`src/rtl/lsu_partial_access_pkg.sv`:
```
// Shared definitions for the partial-width load/store unit.
//   - FSM state encodings (IDLE/ISSUE/WAIT/RESP)
//   - RISC-V funct3 size/sign codes for loads and stores
//   - lsu_req_err(): size legality plus natural-alignment check
package lsu_partial_access_pkg;

    localparam logic [1:0] ST_IDLE  = 2'd0;
    localparam logic [1:0] ST_ISSUE = 2'd1;
    localparam logic [1:0] ST_WAIT  = 2'd2;
    localparam logic [1:0] ST_RESP  = 2'd3;

    localparam logic [2:0] F3_LB  = 3'b000;
    localparam logic [2:0] F3_LH  = 3'b001;
    localparam logic [2:0] F3_LW  = 3'b010;
    localparam logic [2:0] F3_LD  = 3'b011;
    localparam logic [2:0] F3_LBU = 3'b100;
    localparam logic [2:0] F3_LHU = 3'b101;
    localparam logic [2:0] F3_LWU = 3'b110;

    // Stores share the low codes; bit 2 set on a store is illegal.
    localparam logic [2:0] F3_SB = F3_LB;
    localparam logic [2:0] F3_SH = F3_LH;
    localparam logic [2:0] F3_SW = F3_LW;
    localparam logic [2:0] F3_SD = F3_LD;

    // Returns 1 when the request must be answered with an error and no
    // bus traffic: an illegal size/sign code or a misaligned address.
    function automatic logic lsu_req_err(
        input logic       wen,
        input logic [2:0] func3,
        input logic [2:0] addr_lo,
        input int         data_width
    );
        logic illegal;
        logic misaligned;
        illegal = (wen && func3[2])
               || (func3[2] && func3[1:0] == 2'b11)
               || (data_width == 32 && func3[1:0] == 2'b11)
               || (data_width == 32 && func3 == F3_LWU);
        case (func3[1:0])
            2'b00:   misaligned = 1'b0;
            2'b01:   misaligned = addr_lo[0];
            2'b10:   misaligned = |addr_lo[1:0];
            default: misaligned = |addr_lo;
        endcase
        return illegal || misaligned;
    endfunction

endpackage

```
`src/rtl/lsu_partial_access_if.sv`:
```
// Core-side request/response and data-memory bus signals of the LSU.
//   slave  : the LSU's view (drives req_ready, resp_*, mem_req_valid/mem_*)
//   master : the environment's view (core + memory), the opposite directions
interface lsu_partial_access_if #(
    parameter int ADDR_WIDTH = 32,
    parameter int DATA_WIDTH = 32,
    localparam int STRB_WIDTH = DATA_WIDTH / 8
);
    logic                  req_valid;
    logic                  req_ready;
    logic                  req_wen;
    logic [2:0]            req_func3;
    logic [ADDR_WIDTH-1:0] req_addr;
    logic [DATA_WIDTH-1:0] req_wdata;

    logic                  resp_valid;
    logic                  resp_ready;
    logic [DATA_WIDTH-1:0] resp_rdata;
    logic                  resp_err;

    logic                  mem_req_valid;
    logic                  mem_req_ready;
    logic                  mem_wen;
    logic [ADDR_WIDTH-1:0] mem_addr;
    logic [DATA_WIDTH-1:0] mem_wdata;
    logic [STRB_WIDTH-1:0] mem_wstrb;
    logic                  mem_rsp_valid;
    logic [DATA_WIDTH-1:0] mem_rdata;

    modport slave (
        input  req_valid, req_wen, req_func3, req_addr, req_wdata,
        output req_ready,
        output resp_valid, resp_rdata, resp_err,
        input  resp_ready,
        output mem_req_valid, mem_wen, mem_addr, mem_wdata, mem_wstrb,
        input  mem_req_ready, mem_rsp_valid, mem_rdata
    );

    modport master (
        output req_valid, req_wen, req_func3, req_addr, req_wdata,
        input  req_ready,
        input  resp_valid, resp_rdata, resp_err,
        output resp_ready,
        input  mem_req_valid, mem_wen, mem_addr, mem_wdata, mem_wstrb,
        output mem_req_ready, mem_rsp_valid, mem_rdata
    );
endinterface

```
`src/rtl/lsu_partial_access_lane_align.sv`:
```
// lsu_lane_align: purely combinational byte-lane steering.
//   Store path: st_wdata shifted into lane st_off, plus byte strobes
//               covering (1 << st_size) bytes starting at st_off.
//   Load path : ld_rdata shifted down from lane ld_off, truncated to
//               (1 << ld_size) bytes, sign-extended when ld_sext else
//               zero-extended to DATA_WIDTH.
// Kept free of state so it can be shared with other refill/align paths.
module lsu_lane_align #(
    parameter int DATA_WIDTH = 32,
    localparam int STRB_WIDTH = DATA_WIDTH / 8,
    localparam int OFF_W = $clog2(STRB_WIDTH)
) (
    input  logic [OFF_W-1:0]      st_off,
    input  logic [1:0]            st_size,
    input  logic [DATA_WIDTH-1:0] st_wdata,
    output logic [DATA_WIDTH-1:0] st_wdata_sh,
    output logic [STRB_WIDTH-1:0] st_wstrb,

    input  logic [OFF_W-1:0]      ld_off,
    input  logic [1:0]            ld_size,
    input  logic                  ld_sext,
    input  logic [DATA_WIDTH-1:0] ld_rdata,
    output logic [DATA_WIDTH-1:0] ld_data
);

    logic [DATA_WIDTH-1:0] ld_sh;
    logic                  ld_sign;
    int                    st_nbytes;
    int                    ld_nbits;

    always_comb begin
        st_nbytes   = 1 << st_size;
        st_wdata_sh = st_wdata << {st_off, 3'b000};
        st_wstrb    = '0;
        for (int i = 0; i < STRB_WIDTH; i++) begin
            st_wstrb[i] = (i >= int'(st_off)) && (i < int'(st_off) + st_nbytes);
        end
    end

    always_comb begin
        ld_sh    = ld_rdata >> {ld_off, 3'b000};
        // An 8-byte size can only reach here legally on a 64-bit bus; clamp
        // so a 32-bit build never indexes past the word.
        ld_nbits = 8 << ld_size;
        if (ld_nbits > DATA_WIDTH) ld_nbits = DATA_WIDTH;
        case (ld_size)
            2'd0:    ld_sign = ld_sh[7];
            2'd1:    ld_sign = ld_sh[15];
            2'd2:    ld_sign = ld_sh[31];
            default: ld_sign = ld_sh[DATA_WIDTH-1];
        endcase
        ld_data = '0;
        for (int i = 0; i < DATA_WIDTH; i++) begin
            ld_data[i] = (i < ld_nbits) ? ld_sh[i] : (ld_sext & ld_sign);
        end
    end

endmodule

```
`src/rtl/lsu_partial_access.sv`:
```
// lsu_partial_access: one-outstanding-transaction partial-width LSU.
// Turns sized RISC-V loads/stores (B/H/W, D on a 64-bit bus) into one
// aligned bus beat with byte strobes, then extends the returned load data.
// Illegal sizes and misaligned addresses are answered with resp_err=1
// without touching the bus.
// Ports:
//   clk, rst : clock, synchronous active-high reset
//   bus      : lsu_partial_access_if.slave
//              req_*  core request (valid/ready)
//              resp_* result to core (valid/ready), rdata 0 for stores/errors
//              mem_*  data-memory bus request, write ack / read data
// All outputs are registered except req_ready, which is decoded from state.
// DATA_WIDTH must be 32 or 64.
module lsu_partial_access
    import lsu_partial_access_pkg::*;
#(
    parameter int ADDR_WIDTH = 32,
    parameter int DATA_WIDTH = 32,
    localparam int STRB_WIDTH = DATA_WIDTH / 8
) (
    input logic                 clk,
    input logic                 rst,
    lsu_partial_access_if.slave bus
);

    localparam int OFF_W = $clog2(STRB_WIDTH);

    logic [1:0]            state_q, state_d;
    logic [2:0]            func3_q, func3_d;
    logic [OFF_W-1:0]      off_q, off_d;
    logic                  mem_req_valid_q, mem_req_valid_d;
    logic                  mem_wen_q, mem_wen_d;
    logic [ADDR_WIDTH-1:0] mem_addr_q, mem_addr_d;
    logic [DATA_WIDTH-1:0] mem_wdata_q, mem_wdata_d;
    logic [STRB_WIDTH-1:0] mem_wstrb_q, mem_wstrb_d;
    logic                  resp_valid_q, resp_valid_d;
    logic                  resp_err_q, resp_err_d;
    logic [DATA_WIDTH-1:0] resp_rdata_q, resp_rdata_d;

    logic                  req_err;
    logic [DATA_WIDTH-1:0] st_wdata_sh;
    logic [STRB_WIDTH-1:0] st_wstrb;
    logic [DATA_WIDTH-1:0] ld_data;

    assign req_err = lsu_req_err(bus.req_wen, bus.req_func3, bus.req_addr[2:0], DATA_WIDTH);

    // Store lanes come straight from the incoming request so the beat can
    // be registered at accept; load lanes use the latched offset/size.
    lsu_lane_align #(.DATA_WIDTH(DATA_WIDTH)) u_align (
        .st_off      (bus.req_addr[OFF_W-1:0]),
        .st_size     (bus.req_func3[1:0]),
        .st_wdata    (bus.req_wdata),
        .st_wdata_sh (st_wdata_sh),
        .st_wstrb    (st_wstrb),
        .ld_off      (off_q),
        .ld_size     (func3_q[1:0]),
        .ld_sext     (~func3_q[2]),
        .ld_rdata    (bus.mem_rdata),
        .ld_data     (ld_data)
    );

    always_comb begin
        state_d         = state_q;
        func3_d         = func3_q;
        off_d           = off_q;
        mem_req_valid_d = mem_req_valid_q;
        mem_wen_d       = mem_wen_q;
        mem_addr_d      = mem_addr_q;
        mem_wdata_d     = mem_wdata_q;
        mem_wstrb_d     = mem_wstrb_q;
        resp_valid_d    = resp_valid_q;
        resp_err_d      = resp_err_q;
        resp_rdata_d    = resp_rdata_q;

        case (state_q)
            ST_IDLE: begin
                if (bus.req_valid) begin
                    func3_d = bus.req_func3;
                    off_d   = bus.req_addr[OFF_W-1:0];
                    if (req_err) begin
                        state_d      = ST_RESP;
                        resp_valid_d = 1'b1;
                        resp_err_d   = 1'b1;
                        resp_rdata_d = '0;
                    end else begin
                        state_d         = ST_ISSUE;
                        mem_req_valid_d = 1'b1;
                        mem_wen_d       = bus.req_wen;
                        mem_addr_d      = {bus.req_addr[ADDR_WIDTH-1:OFF_W], {OFF_W{1'b0}}};
                        mem_wdata_d     = bus.req_wen ? st_wdata_sh : '0;
                        mem_wstrb_d     = bus.req_wen ? st_wstrb : '0;
                    end
                end
            end
            ST_ISSUE: begin
                if (bus.mem_req_ready) begin
                    state_d         = ST_WAIT;
                    mem_req_valid_d = 1'b0;
                end
            end
            ST_WAIT: begin
                // Only a response seen here counts; one coincident with the
                // ISSUE handshake was sampled in ISSUE and dropped.
                if (bus.mem_rsp_valid) begin
                    state_d      = ST_RESP;
                    resp_valid_d = 1'b1;
                    resp_err_d   = 1'b0;
                    resp_rdata_d = mem_wen_q ? '0 : ld_data;
                end
            end
            default: begin
                if (bus.resp_ready) begin
                    state_d      = ST_IDLE;
                    resp_valid_d = 1'b0;
                    resp_err_d   = 1'b0;
                    resp_rdata_d = '0;
                end
            end
        endcase
    end

    always_ff @(posedge clk) begin
        if (rst) begin
            state_q         <= ST_IDLE;
            func3_q         <= '0;
            off_q           <= '0;
            mem_req_valid_q <= 1'b0;
            mem_wen_q       <= 1'b0;
            mem_addr_q      <= '0;
            mem_wdata_q     <= '0;
            mem_wstrb_q     <= '0;
            resp_valid_q    <= 1'b0;
            resp_err_q      <= 1'b0;
            resp_rdata_q    <= '0;
        end else begin
            state_q         <= state_d;
            func3_q         <= func3_d;
            off_q           <= off_d;
            mem_req_valid_q <= mem_req_valid_d;
            mem_wen_q       <= mem_wen_d;
            mem_addr_q      <= mem_addr_d;
            mem_wdata_q     <= mem_wdata_d;
            mem_wstrb_q     <= mem_wstrb_d;
            resp_valid_q    <= resp_valid_d;
            resp_err_q      <= resp_err_d;
            resp_rdata_q    <= resp_rdata_d;
        end
    end

    assign bus.req_ready     = (state_q == ST_IDLE);
    assign bus.resp_valid    = resp_valid_q;
    assign bus.resp_err      = resp_err_q;
    assign bus.resp_rdata    = resp_rdata_q;
    assign bus.mem_req_valid = mem_req_valid_q;
    assign bus.mem_wen       = mem_wen_q;
    assign bus.mem_addr      = mem_addr_q;
    assign bus.mem_wdata     = mem_wdata_q;
    assign bus.mem_wstrb     = mem_wstrb_q;

endmodule
```
`src/flat_wrapper.sv`:
```
// flat-port wrapper written by rule: the top's interface ports become plain ports
module lsu_partial_access_flat import lsu_partial_access_pkg::*;
#(
    parameter int ADDR_WIDTH = 32,
    parameter int DATA_WIDTH = 32,
    localparam int STRB_WIDTH = DATA_WIDTH / 8
)
  (clk, rst, bus_req_valid, bus_req_wen, bus_req_func3, bus_req_addr, bus_req_wdata, bus_req_ready, bus_resp_valid, bus_resp_rdata, bus_resp_err, bus_resp_ready, bus_mem_req_valid, bus_mem_wen, bus_mem_addr, bus_mem_wdata, bus_mem_wstrb, bus_mem_req_ready, bus_mem_rsp_valid, bus_mem_rdata);
  lsu_partial_access_if #(.ADDR_WIDTH(ADDR_WIDTH), .DATA_WIDTH(DATA_WIDTH)) bus_i ();
  input logic clk;
  input logic rst;
  input wire logic [$bits(bus_i.req_valid)-1:0] bus_req_valid;
  input wire logic [$bits(bus_i.req_wen)-1:0] bus_req_wen;
  input wire logic [$bits(bus_i.req_func3)-1:0] bus_req_func3;
  input wire logic [$bits(bus_i.req_addr)-1:0] bus_req_addr;
  input wire logic [$bits(bus_i.req_wdata)-1:0] bus_req_wdata;
  output wire logic [$bits(bus_i.req_ready)-1:0] bus_req_ready;
  output wire logic [$bits(bus_i.resp_valid)-1:0] bus_resp_valid;
  output wire logic [$bits(bus_i.resp_rdata)-1:0] bus_resp_rdata;
  output wire logic [$bits(bus_i.resp_err)-1:0] bus_resp_err;
  input wire logic [$bits(bus_i.resp_ready)-1:0] bus_resp_ready;
  output wire logic [$bits(bus_i.mem_req_valid)-1:0] bus_mem_req_valid;
  output wire logic [$bits(bus_i.mem_wen)-1:0] bus_mem_wen;
  output wire logic [$bits(bus_i.mem_addr)-1:0] bus_mem_addr;
  output wire logic [$bits(bus_i.mem_wdata)-1:0] bus_mem_wdata;
  output wire logic [$bits(bus_i.mem_wstrb)-1:0] bus_mem_wstrb;
  input wire logic [$bits(bus_i.mem_req_ready)-1:0] bus_mem_req_ready;
  input wire logic [$bits(bus_i.mem_rsp_valid)-1:0] bus_mem_rsp_valid;
  input wire logic [$bits(bus_i.mem_rdata)-1:0] bus_mem_rdata;
  assign bus_i.req_valid = bus_req_valid;
  assign bus_i.req_wen = bus_req_wen;
  assign bus_i.req_func3 = bus_req_func3;
  assign bus_i.req_addr = bus_req_addr;
  assign bus_i.req_wdata = bus_req_wdata;
  assign bus_req_ready = bus_i.req_ready;
  assign bus_resp_valid = bus_i.resp_valid;
  assign bus_resp_rdata = bus_i.resp_rdata;
  assign bus_resp_err = bus_i.resp_err;
  assign bus_i.resp_ready = bus_resp_ready;
  assign bus_mem_req_valid = bus_i.mem_req_valid;
  assign bus_mem_wen = bus_i.mem_wen;
  assign bus_mem_addr = bus_i.mem_addr;
  assign bus_mem_wdata = bus_i.mem_wdata;
  assign bus_mem_wstrb = bus_i.mem_wstrb;
  assign bus_i.mem_req_ready = bus_mem_req_ready;
  assign bus_i.mem_rsp_valid = bus_mem_rsp_valid;
  assign bus_i.mem_rdata = bus_mem_rdata;
  lsu_partial_access #(.ADDR_WIDTH(ADDR_WIDTH), .DATA_WIDTH(DATA_WIDTH)) u_core (.clk(clk), .rst(rst), .bus(bus_i));
endmodule
```
`config.mk`:
```
export PLATFORM = sky130hd
export DESIGN_NAME = lsu_partial_access_flat
export DESIGN_NICKNAME = d
export VERILOG_FILES = /design/src/rtl/lsu_partial_access_pkg.sv /design/src/rtl/lsu_partial_access_if.sv /design/src/rtl/lsu_partial_access_lane_align.sv /design/src/rtl/lsu_partial_access.sv /design/src/flat_wrapper.sv
export SDC_FILE = /design/constraint.sdc
export NUM_CORES = 1
export LEC_CHECK = 0
export BUFFER_PORTS_ARGS = -buffer_cell sky130_fd_sc_hd__buf_2
export CORE_ASPECT_RATIO = 0.5
export CORE_UTILIZATION = 52
export CTS_CLUSTER_DIAMETER = 30
export CTS_CLUSTER_SIZE = 14
export DETAILED_ROUTE_END_ITERATION = 12
export PLACE_DENSITY = 0.82
export SYNTH_ARGS = -nofsm -noshare
export SYNTH_HDL_FRONTEND = slang
export SYNTH_SLANG_ARGS = --single-unit
```
`constraint.sdc`:
```
create_clock -name clk -period 3.1 [get_ports clk]
set_clock_uncertainty 0.1 [all_clocks]
set_input_delay 0.62 -clock clk [delete_from_list [all_inputs] [get_ports clk]]
set_output_delay 0.62 -clock clk [all_outputs]
set_load 0.005 [all_outputs]
```
==> run_summary.xml <==
<?xml version="1.0" encoding="UTF-8"?>
<metrics>
  <group name="run_status">
    <metric name="outcome" unit="">complete, no violations</metric>
  </group>
  <group name="sta">
    <metric name="slew_headroom" unit="">0.191</metric>
    <metric name="min_period" unit="ns">2.43</metric>
    <metric name="worst-slew-pin-transition" unit="ns">1.21</metric>
    <metric name="fmax" unit="MHz">412</metric>
    <metric name="timing.final.hold_violations" unit="">0</metric>
    <metric name="grt_setup_unrepaired" unit="">no</metric>
    <metric name="setup_tns" unit="ns">0</metric>
    <metric name="setup_slack" unit="ns">0.674</metric>
    <metric name="timing_max_transition_violations_final" unit="">0</metric>
    <metric name="post-route-period-util" unit="">0.783</metric>
    <metric name="finalSetupViolCount" unit="">0</metric>
  </group>
  <group name="finish">
    <metric name="syn_to_final_growth" unit="%">26.2</metric>
    <metric name="layout_filler_cell_count" unit="">820</metric>
    <metric name="leading_cell_type_in_the_layout_fill_and_taps_excluded" unit="">buf_2</metric>
    <metric name="most_frequent_cells_in_the_layout" unit="">208 x buf_2, 128 x nand2_1, 109 x dfxtp_1, 84 x a21oi_1, 33 x mux2i_1</metric>
    <metric name="num_antenna_cells" unit="">0</metric>
    <metric name="post_layout_net_count" unit="">891</metric>
    <metric name="post_layout_nonfiller_instances" unit="">917</metric>
    <metric name="final_cell_area_excluding_filler_cells" unit="um2">6480</metric>
    <metric name="fraction_of_final_layout_cells_sized_beyond_drive_strength_1" unit="">0.321</metric>
  </group>
  <group name="grt">
    <metric name="grt_usage" unit="">0.274</metric>
    <metric name="first_global_vias" unit="">4570</metric>
    <metric name="largest_net_degree_at_the_start_of_global_routing" unit="">80</metric>
    <metric name="antenna_violations_before_repair" unit="">1</metric>
    <metric name="overflow" unit="">0</metric>
    <metric name="wire_length_of_the_first_global_routing_pass" unit="um">22100</metric>
  </group>
  <group name="detailed_routing">
    <metric name="highest_layer" unit="">met4</metric>
    <metric name="wl_met2" unit="um">6900</metric>
    <metric name="firstDrtPassIters" unit="">5</metric>
    <metric name="num_vias" unit="">5088</metric>
    <metric name="finalWirelength" unit="um">14200</metric>
    <metric name="dr.first_iter.drc_count" unit="">252</metric>
    <metric name="dr_vias_cell" unit="">5.55</metric>
    <metric name="route.detailed.drc" unit="">0</metric>
    <metric name="m1WireLength" unit="um">5990</metric>
    <metric name="wl_per_cell" unit="um">15.5</metric>
    <metric name="detail-route-antenna-nets" unit="">0</metric>
    <metric name="wl_met3" unit="um">1060</metric>
  </group>
  <group name="placement">
    <metric name="hpwl" unit="um">10100</metric>
    <metric name="port_buffers" unit="">208</metric>
    <metric name="gp_congestion" unit="">0.944</metric>
    <metric name="preCtsSetupSlack" unit="ns">0.549</metric>
    <metric name="post_dp_cell_area" unit="um2">6200</metric>
    <metric name="placed_cells" unit="">902</metric>
  </group>
  <group name="cts">
    <metric name="post-cts-setup-buffers" unit="">0</metric>
    <metric name="tritoncts_clock_tree" unit="">yes</metric>
    <metric name="cts_max_level" unit="">3</metric>
    <metric name="cts_resized" unit="">0</metric>
    <metric name="clk_root_buffer_cell" unit="">clkbuf_16</metric>
    <metric name="number_of_clock_buffers_inserted_by_tritoncts" unit="">9</metric>
    <metric name="postCtsHoldBufs" unit="">0</metric>
    <metric name="largest_buffer_count_on_any_clock_path" unit="">2</metric>
    <metric name="clk-insertion-delay-late" unit="ns">0.34</metric>
    <metric name="clkTransAtPathRegs" unit="ns">0.07</metric>
    <metric name="cts_num_sinks" unit="">109</metric>
  </group>
  <group name="setup_path">
    <metric name="critPathCapture" unit="">u_core.bus.mem_wdata[16]</metric>
    <metric name="crit_path_max_fanout" unit="">67</metric>
    <metric name="timing.critical_path.required" unit="ns">3.27</metric>
    <metric name="r2r.worst_path.cells" unit="">6</metric>
    <metric name="regToRegStartpoint" unit="">u_core.state_q[0]</metric>
    <metric name="startpoint_type" unit="">register</metric>
    <metric name="worst_ep_arrival_time" unit="ns">2.60</metric>
    <metric name="endpoint_kind" unit="">register</metric>
    <metric name="startpoint" unit="">u_core.state_q[0]</metric>
    <metric name="r2r_end" unit="">u_core.bus.mem_wdata[16]</metric>
    <metric name="internal_reg_to_reg_setup_slack" unit="ns">0.67</metric>
    <metric name="setup_cp_type" unit="">reg -&gt; reg</metric>
  </group>
  <group name="floorplanning">
    <metric name="floorplan.rows" unit="">25</metric>
    <metric name="die_h" unit="um">72.3</metric>
    <metric name="design.die.area" unit="um2">10300</metric>
    <metric name="floorplan.core_area" unit="um2">9510</metric>
    <metric name="design.portCount" unit="">211</metric>
    <metric name="initial_utilization" unit="">0.540</metric>
    <metric name="fp.dieW" unit="um">143</metric>
  </group>
  <group name="synthesis">
    <metric name="synth_cell_type_count" unit="">47</metric>
    <metric name="synthFlopType" unit="">dfxtp_1</metric>
    <metric name="synth.top_cell.area_share" unit="">0.425</metric>
    <metric name="synth.largest_area_cell" unit="">dfxtp_1</metric>
    <metric name="netlist_top_cells_area" unit="">dfxtp_1 42%, nand2_1 9.3%, a21oi_1 8.3%</metric>
    <metric name="synth_area" unit="um2">5140</metric>
    <metric name="postSynthCellCount" unit="">601</metric>
    <metric name="postSynthRegisterBits" unit="">109</metric>
    <metric name="synth.yosys.seq_area_share" unit="">0.425</metric>
    <metric name="synth_edf_count" unit="">0</metric>
    <metric name="avgSynthCellArea" unit="um2">8.55</metric>
    <metric name="synthArstFlopShare" unit="">0</metric>
    <metric name="synth_warnings" unit="">0</metric>
  </group>
  <group name="flow_run">
    <metric name="cap_viol_max_count" unit="">0</metric>
  </group>
  <group name="power_and_ir_drop">
    <metric name="vdd_drop_max" unit="V">0.000313</metric>
    <metric name="total_leakage_power" unit="nW">2.83</metric>
    <metric name="power.density_cell_area" unit="nW/um2">592</metric>
  </group>
  <group name="hold_path">
    <metric name="min_path_type" unit="">reg -&gt; reg</metric>
  </group>
</metrics>
-- power breakdown --
part | switching, W | internal, W | total (W)
clock | 0.000531 | 0.000573 | 0.00110
combinational | 0.000696 | 0.000461 | 0.00116
sequential | 0.0000677 | 0.00151 | 0.00158
total | 0.00129 | 0.00254 | 0.00384
-- worst max-delay path: stages (launching register included) --
cell	delay (ns)
dfxtp_1	0.38
inv_1	0.09
ha_1	0.22
nand2_1	0.23
a21o_2	0.94
nand2_1	0.17
a21oi_1	0.19
-- per-stage QoR --
stage               hold slack (ns)  power [W]   util
floorplan                     0.348    0.00240      -
global placement              0.338    0.00272  0.652
detailed placement            0.342    0.00276  0.652
CTS                           0.352    0.00385  0.682
global route                  0.369    0.00405  0.682
finish                        0.349    0.00384  0.682
-- area by class of cell --
class,instances,area [um2],share of cell area
sequential,109,2180,0.337
multi-input combinational,434,2700,0.416
clock buffer,10,239,0.0369
timing repair buffer,218,1130,0.174
tap,135,169,0.0261
inverter,6,22.5,0.00347
clock inverter,5,43.8,0.00675
-- logic make-up (layout without fill, tap and decap cells) --
group                      after synthesis  in the layout  synth area share
AOI/OAI and AO/OA                      178            178             0.236
muxes                                   45             45            0.0928
DFF                                    109            109             0.425
and+or+nand+nor                        202            202             0.174
adders and majority gates                7              7            0.0185
buffers and inverters                   59            239            0.0533
other                                    1              2          0.000730
-- how the worst min path moves through the flow --
stage                                     endpoint  cells after the start                startpoint
final                      u_core.bus.mem_wstrb[3]                      2   u_core.bus.mem_wstrb[3]
after CTS                  u_core.bus.mem_wstrb[3]                      2   u_core.bus.mem_wstrb[3]
after global routing      u_core.bus.mem_wdata[10]                      2  u_core.bus.mem_wdata[10]
after global placement     u_core.bus.mem_wdata[3]                      2   u_core.bus.mem_wdata[3]
after detailed placement   u_core.bus.mem_wstrb[3]                      2   u_core.bus.mem_wstrb[3]
after floorplan            u_core.bus.mem_wdata[0]                      2   u_core.bus.mem_wdata[0]
-- per-layer routing --
metal  GRT usage  up-vias
met4       0.103        0
met3      0.0805       22
li1            -     2507
met5           0        -
met1       0.332     2368
met2       0.468      191
-- registers in the layout, indices dropped and copies added (netlist names) --
| signal | cells |
|---|---|
| u_core.state_q | 2 |
| u_core.bus.mem_wen | 1 |
| u_core.bus.resp_err | 1 |
| u_core.bus.resp_valid | 1 |
| u_core.bus.mem_wdata | 32 |
| u_core.bus.mem_wstrb | 4 |
| u_core.bus.mem_req_valid | 1 |
| u_core.bus.resp_rdata | 32 |
| u_core.off_q | 2 |
| u_core.func3_q | 3 |
| u_core.bus.mem_addr | 30 |
-- synth_stat cells (all sizes together) (2+ instances only) --
| library cell | instances |
|---|---|
| mux2 | 11 |
| a21oi | 86 |
| nand2b | 4 |
| o21ai | 3 |
| mux2i | 33 |
| o2bb2ai | 31 |
| o2111ai | 9 |
| nor4 | 5 |
| a32o | 7 |
| a211o | 7 |
| nand2 | 128 |
| a22o | 18 |
| ha | 6 |
| buf | 26 |
| nand3 | 31 |
| dfxtp | 109 |
| nor2 | 11 |
| nor2b | 15 |
| clkbuf | 27 |
| and2 | 2 |
| inv | 5 |
| o22ai | 7 |
Note: power is estimated with default switching activity, not from simulation.
